<file path="src/rtl/serial_word_receiver_if.sv">
// Bus between the edge-detector/sync stage and the serial word receiver.
// The master drives bit strobes, chip select and data; the receiver returns assembled words.
interface serial_word_receiver_if #(
    parameter int WORD_SIZE = 8
);
    logic                 sample_edge;
    logic                 cs;
    logic                 data_in;
    logic [WORD_SIZE-1:0] data_out;
    logic                 data_valid;
    logic                 frame_err;
    logic                 busy;

    modport master (
        output sample_edge, cs, data_in,
        input  data_out, data_valid, frame_err, busy
    );

    modport slave (
        input  sample_edge, cs, data_in,
        output data_out, data_valid, frame_err, busy
    );
endinterface

</file>
<file path="src/rtl/serial_word_receiver.sv">
// Assembles serial bits, strobed by single-cycle sample_edge pulses inside a chip-select
// frame, into parallel words; flags frames that end with a partial word.
module serial_word_receiver #(
    parameter int WORD_SIZE     = 8,
    parameter bit MSB_FIRST     = 1'b1,
    parameter bit CS_ACTIVE_LOW = 1'b1
) (
    input  logic                   sys_clk,
    input  logic                   n_reset,
    serial_word_receiver_if.slave  bus
);
    localparam int CNT_W = (WORD_SIZE > 2) ? $clog2(WORD_SIZE) : 1;
    localparam logic [CNT_W-1:0] LAST_BIT = CNT_W'(WORD_SIZE - 1);

    typedef enum logic {
        IDLE   = 1'b0,
        ACTIVE = 1'b1
    } state_t;

    state_t               state_q, state_d;
    logic [WORD_SIZE-1:0] shift_q, shift_d;
    logic [CNT_W-1:0]     count_q, count_d;
    logic [WORD_SIZE-1:0] data_q, data_d;
    logic                 valid_q, valid_d;
    logic                 err_q, err_d;
    logic                 cs_act;
    logic [WORD_SIZE-1:0] shifted;

    assign cs_act = CS_ACTIVE_LOW ? ~bus.cs : bus.cs;

    // Shift register contents with the current data_in bit folded in.
    always_comb begin
        if (MSB_FIRST) begin
            shifted = {shift_q[WORD_SIZE-2:0], bus.data_in};
        end else begin
            shifted = {bus.data_in, shift_q[WORD_SIZE-1:1]};
        end
    end

    // NOTE: every variable gets a default before the case so no path leaves one
    // unassigned; otherwise synthesis infers a latch to hold the old value.
    always_comb begin
        state_d = state_q;
        shift_d = shift_q;
        count_d = count_q;
        data_d  = data_q;
        valid_d = 1'b0;
        err_d   = 1'b0;
        case (state_q)
            IDLE: begin
                // Bits coinciding with cs assertion are deliberately dropped.
                count_d = '0;
                if (cs_act) begin
                    state_d = ACTIVE;
                end
            end
            ACTIVE: begin
                if (!cs_act) begin
                    state_d = IDLE;
                    count_d = '0;
                    shift_d = '0;
                    err_d   = (count_q != '0);
                end else if (bus.sample_edge) begin
                    shift_d = shifted;
                    if (count_q == LAST_BIT) begin
                        count_d = '0;
                        data_d  = shifted;
                        valid_d = 1'b1;
                    end else begin
                        count_d = count_q + CNT_W'(1);
                    end
                end
            end
            default: state_d = IDLE;
        endcase
    end

    // NOTE: sequential state uses non-blocking assignments so every register samples
    // the pre-edge values; blocking here would create order-dependent races.
    // NOTE: the shift register is a plain flop bank, so it is reset like the rest
    // rather than left uninitialised as a RAM would be.
    always_ff @(posedge sys_clk) begin
        if (!n_reset) begin
            state_q <= IDLE;
            shift_q <= '0;
            count_q <= '0;
            data_q  <= '0;
            valid_q <= 1'b0;
            err_q   <= 1'b0;
        end else begin
            state_q <= state_d;
            shift_q <= shift_d;
            count_q <= count_d;
            data_q  <= data_d;
            valid_q <= valid_d;
            err_q   <= err_d;
        end
    end

    assign bus.data_out   = data_q;
    assign bus.data_valid = valid_q;
    assign bus.frame_err  = err_q;
    assign bus.busy       = (state_q == ACTIVE);
endmodule

</file>
<file path="src/flat_wrapper.sv">
// flat-port wrapper written by rule: the top's interface ports become plain ports
module serial_word_receiver_flat 
#(
    parameter int WORD_SIZE     = 8,
    parameter bit MSB_FIRST     = 1'b1,
    parameter bit CS_ACTIVE_LOW = 1'b1
)
  (sys_clk, n_reset, bus_sample_edge, bus_cs, bus_data_in, bus_data_out, bus_data_valid, bus_frame_err, bus_busy);
  serial_word_receiver_if #(.WORD_SIZE(WORD_SIZE)) bus_i ();
  input  logic sys_clk;
  input  logic n_reset;
  input wire logic [$bits(bus_i.sample_edge)-1:0] bus_sample_edge;
  input wire logic [$bits(bus_i.cs)-1:0] bus_cs;
  input wire logic [$bits(bus_i.data_in)-1:0] bus_data_in;
  output wire logic [$bits(bus_i.data_out)-1:0] bus_data_out;
  output wire logic [$bits(bus_i.data_valid)-1:0] bus_data_valid;
  output wire logic [$bits(bus_i.frame_err)-1:0] bus_frame_err;
  output wire logic [$bits(bus_i.busy)-1:0] bus_busy;
  assign bus_i.sample_edge = bus_sample_edge;
  assign bus_i.cs = bus_cs;
  assign bus_i.data_in = bus_data_in;
  assign bus_data_out = bus_i.data_out;
  assign bus_data_valid = bus_i.data_valid;
  assign bus_frame_err = bus_i.frame_err;
  assign bus_busy = bus_i.busy;
  serial_word_receiver #(.WORD_SIZE(WORD_SIZE), .MSB_FIRST(MSB_FIRST), .CS_ACTIVE_LOW(CS_ACTIVE_LOW)) u_core (.sys_clk(sys_clk), .n_reset(n_reset), .bus(bus_i));
endmodule
</file>
<file path="config.mk">
export PLATFORM = sky130hd
export DESIGN_NAME = serial_word_receiver_flat
export DESIGN_NICKNAME = d
export VERILOG_FILES = /design/src/rtl/serial_word_receiver_if.sv /design/src/rtl/serial_word_receiver.sv /design/src/flat_wrapper.sv
export SDC_FILE = /design/constraint.sdc
export NUM_CORES = 1
export LEC_CHECK = 0
export ABC_AREA = 1
export CORE_MARGIN = 2
export CORE_UTILIZATION = 45
export CTS_CLUSTER_SIZE = 28
export DETAILED_ROUTE_END_ITERATION = 12
export PLACE_DENSITY = 0.73
export SETUP_SLACK_MARGIN = 0.4
export SYNTH_ARGS = -nofsm -noshare
export SYNTH_HDL_FRONTEND = slang
export SYNTH_SLANG_ARGS = --single-unit
</file>
<file path="constraint.sdc">
create_clock -name sys_clk -period 1.3 [get_ports sys_clk]
set_clock_uncertainty 0.1 [all_clocks]
set_input_delay 0.39 -clock sys_clk [delete_from_list [all_inputs] [get_ports sys_clk]]
set_output_delay 0.39 -clock sys_clk [all_outputs]
set_load 0.02 [all_outputs]
</file>
==> results.ini <==
[final_layout]
area_growth_pct=53.22
multi_input_area_um2=546.8
regArea_um2=444.2
layout-drive-gt1-share_pct=55.40
most-common-layout-cells=nor2_1, buf_6, nand2_1, buf_4, dfxtp_2
final_common_cell=nor2_1
antenna_cells=0
fin_area_um2=1398
nets=148
fillers=142

[detailed_routing]
routedWlPerCell_um=12.49
wl_um=2074
drt_first_iter_violations=8
ant_nets=0
first_pass_iters=6
drc=0
vias_per_cell=5.060
num_vias=840

[placement]
gp_congestion=0.7784
dp_hpwl_um=1300
io_buffer_count=15
dpl_cell_area_um2=1171

[global_route]
antenna_found_initial=0
grt_max_degree=17
grt_overflow_total=0
grt_usage_pct=17.78
grt_pass1_wl_um=3291
grt_pass1_vias=789

[timing]
setup-violations-final=0
setup_tns_ns=0
fmax_ghz=0.7801
slew_headroom_pct=82.22
slew_viol_final=0
tightest_slew_ns=0.2657
post-route-period-util_pct=98.61
hold_viol=0
post-route-min-period_ns=1.282
holdWs_ns=0.2941
rsz0062_at_grt=yes

[run]
cap_violations=0

[setup_path]
crit_path_end_kind=primary output
critPathKind=register to primary output
critical-path-top-delay-family=flip-flops
r2r-end=u_core.bus.data_out[1]
r2r_cells=7
arrival_ns=0.79
start_kind=register
timing.rr.start=u_core.count_q[0]
slowest_stage=dfxtp_4
r2r_setup_slack_ns=0.05
cp_cell_sequence=buf_6
cp_slowest_stage_delay_ns=0.37
worst-endpoint-required_ns=0.81
cp_max_fo=2
critPathBufInv=1

[floorplanning]
ios=16
start_util_pct=46.97
row_count=16
fp.dieH_um=49.02
core-area_um2=1942
dieArea_um2=2403
fp.dieW_um=49.02

[synth]
ys_ff_latch=21
synth_edf_count=0
ys_warn_count=0
syn_area_per_cell_um2=8.368
ys_types=21
synth_nets=117
synth_cells=109
synthFlopType=dfxtp_1
synth-seq-area-share_pct=46.09
async_flop_share_pct=0
synthesis.area_um2=912.1

[clock_network]
cts.clk_slew.worst_paths_ns=0.11
clock-sinks=21
clk_path_buf_depth=2
tritoncts=built
htreeDepth=1
root_buffer=clkbuf_4
cts_buffers=3
clk_latency_ns=0.31
hold_buffers=0

[power]
power_density_nw_per_um2=773.5
p_leak_nw=0.5422
vdd_drop_max_mv=0.5703

[worst_hold_path]
hold_path.class=input port to register
hold_start=bus_cs
min_path_cells=3
hold_end=u_core.bus.busy

[outcome]
status=completed

[report_power, final]
group | switching (mW) | total, mW | internal (mW)
sequential | 0.00296 | 0.644 | 0.641
clock | 0.201 | 0.316 | 0.115
combinational | 0.0716 | 0.121 | 0.0495
total | 0.276 | 1.08 | 0.805
[metrics by stage]
step | utilization [%] | std cells | setup WS, ns | power (mW)
after floorplan | - | 109 | 0.1736 | 0.7280
after global placement | 60.31 | 153 | -0.3223 | 0.7648
final | 71.97 | 166 | 0.01805 | 1.081
after detailed placement | 60.31 | 153 | -0.3497 | 0.7654
after CTS | 67.78 | 162 | 0.01560 | 1.086
after global routing | 71.97 | 166 | -0.01706 | 1.126
[cell type report]
cell class / count / share of cell area [%]
repair buffers: 31 / 21.75
clock inverters: 1 / 0.3581
flip-flops and latches: 21 / 31.78
clock buffers: 3 / 1.611
well taps: 27 / 2.417
multi-input cells: 76 / 39.12
inverters: 7 / 2.954
[per-layer routing]
metal  up-vias  share of wire, %  track usage, %
met1       374                46           21.40
met2        32                46           30.59
li1        426                 -               -
met5         -                 0               0
met4         0               2.9           7.143
met3         8               5.2           3.988
[worst register-to-register path, delay by kind of cell (launching register included)]
| family | cells | cell delay [ns] |
|---|---|---|
| flops | 1 | 0.38 |
| buf+inv | 1 | 0.07 |
| simple gates | 4 | 0.29 |
| fa+ha+maj | 2 | 0.31 |
[worst max-delay path by stage]
| stage | start | to | slack, ns | cells after the start |
|---|---|---|---|---|
| 2_1_floorplan | u_core.count_q[1] | u_core.bus.data_out[0] | 0.17 | 7 |
| 3_3_place_gp | bus_sample_edge | u_core.bus.data_out[5] | -0.32 | 6 |
| 3_5_place_dp | bus_cs | u_core.shift_q[6] | -0.35 | 5 |
| 4_1_cts | u_core.bus.busy | bus_busy | 0.02 | 1 |
| 5_1_grt | u_core.count_q[0] | u_core.bus.data_out[1] | -0.02 | 6 |
| 6_report | u_core.bus.busy | bus_busy | 0.02 | 1 |
[repair_timing]
action | 4_1_cts | 5_1_grt
setup buffers | 5 | 4
endpoints found under the hold margin | 0 | 0
pin swaps | 7 | 15
resized for setup | 91 | 23
setup endpoints to repair | 32 | 31
[flip-flops by register name, summed over array words and instances (netlist names)]
| register | cells |
|---|---|
| u_core.bus.data_valid | 1 |
| u_core.bus.busy | 1 |
| u_core.bus.frame_err | 1 |
| u_core.shift_q | 7 |
| u_core.bus.data_out | 8 |
| u_core.count_q | 3 |
[cell usage after synthesis, types with 2 or more instances]
master / number / area, µm²
nand2_1: 15 / 56.30
nand3b_1: 8 / 60.06
nand3_1: 4 / 20.02
inv_2: 2 / 7.510
inv_1: 4 / 15.01
nand4_1: 9 / 56.30
ha_1: 3 / 37.54
nor2_1: 19 / 71.32
dfxtp_1: 21 / 420.4
buf_2: 3 / 15.01
a21oi_1: 11 / 55.05
[logic make-up after synthesis]
kind of cell | share of synthesized area (%)
buffers and inverters | 6.859
DFF | 46.09
adders and majority gates | 4.116
AOI/OAI and AO/OA | 6.996
and+or+nand+nor | 35.94
(Power assumes the default switching activity.)
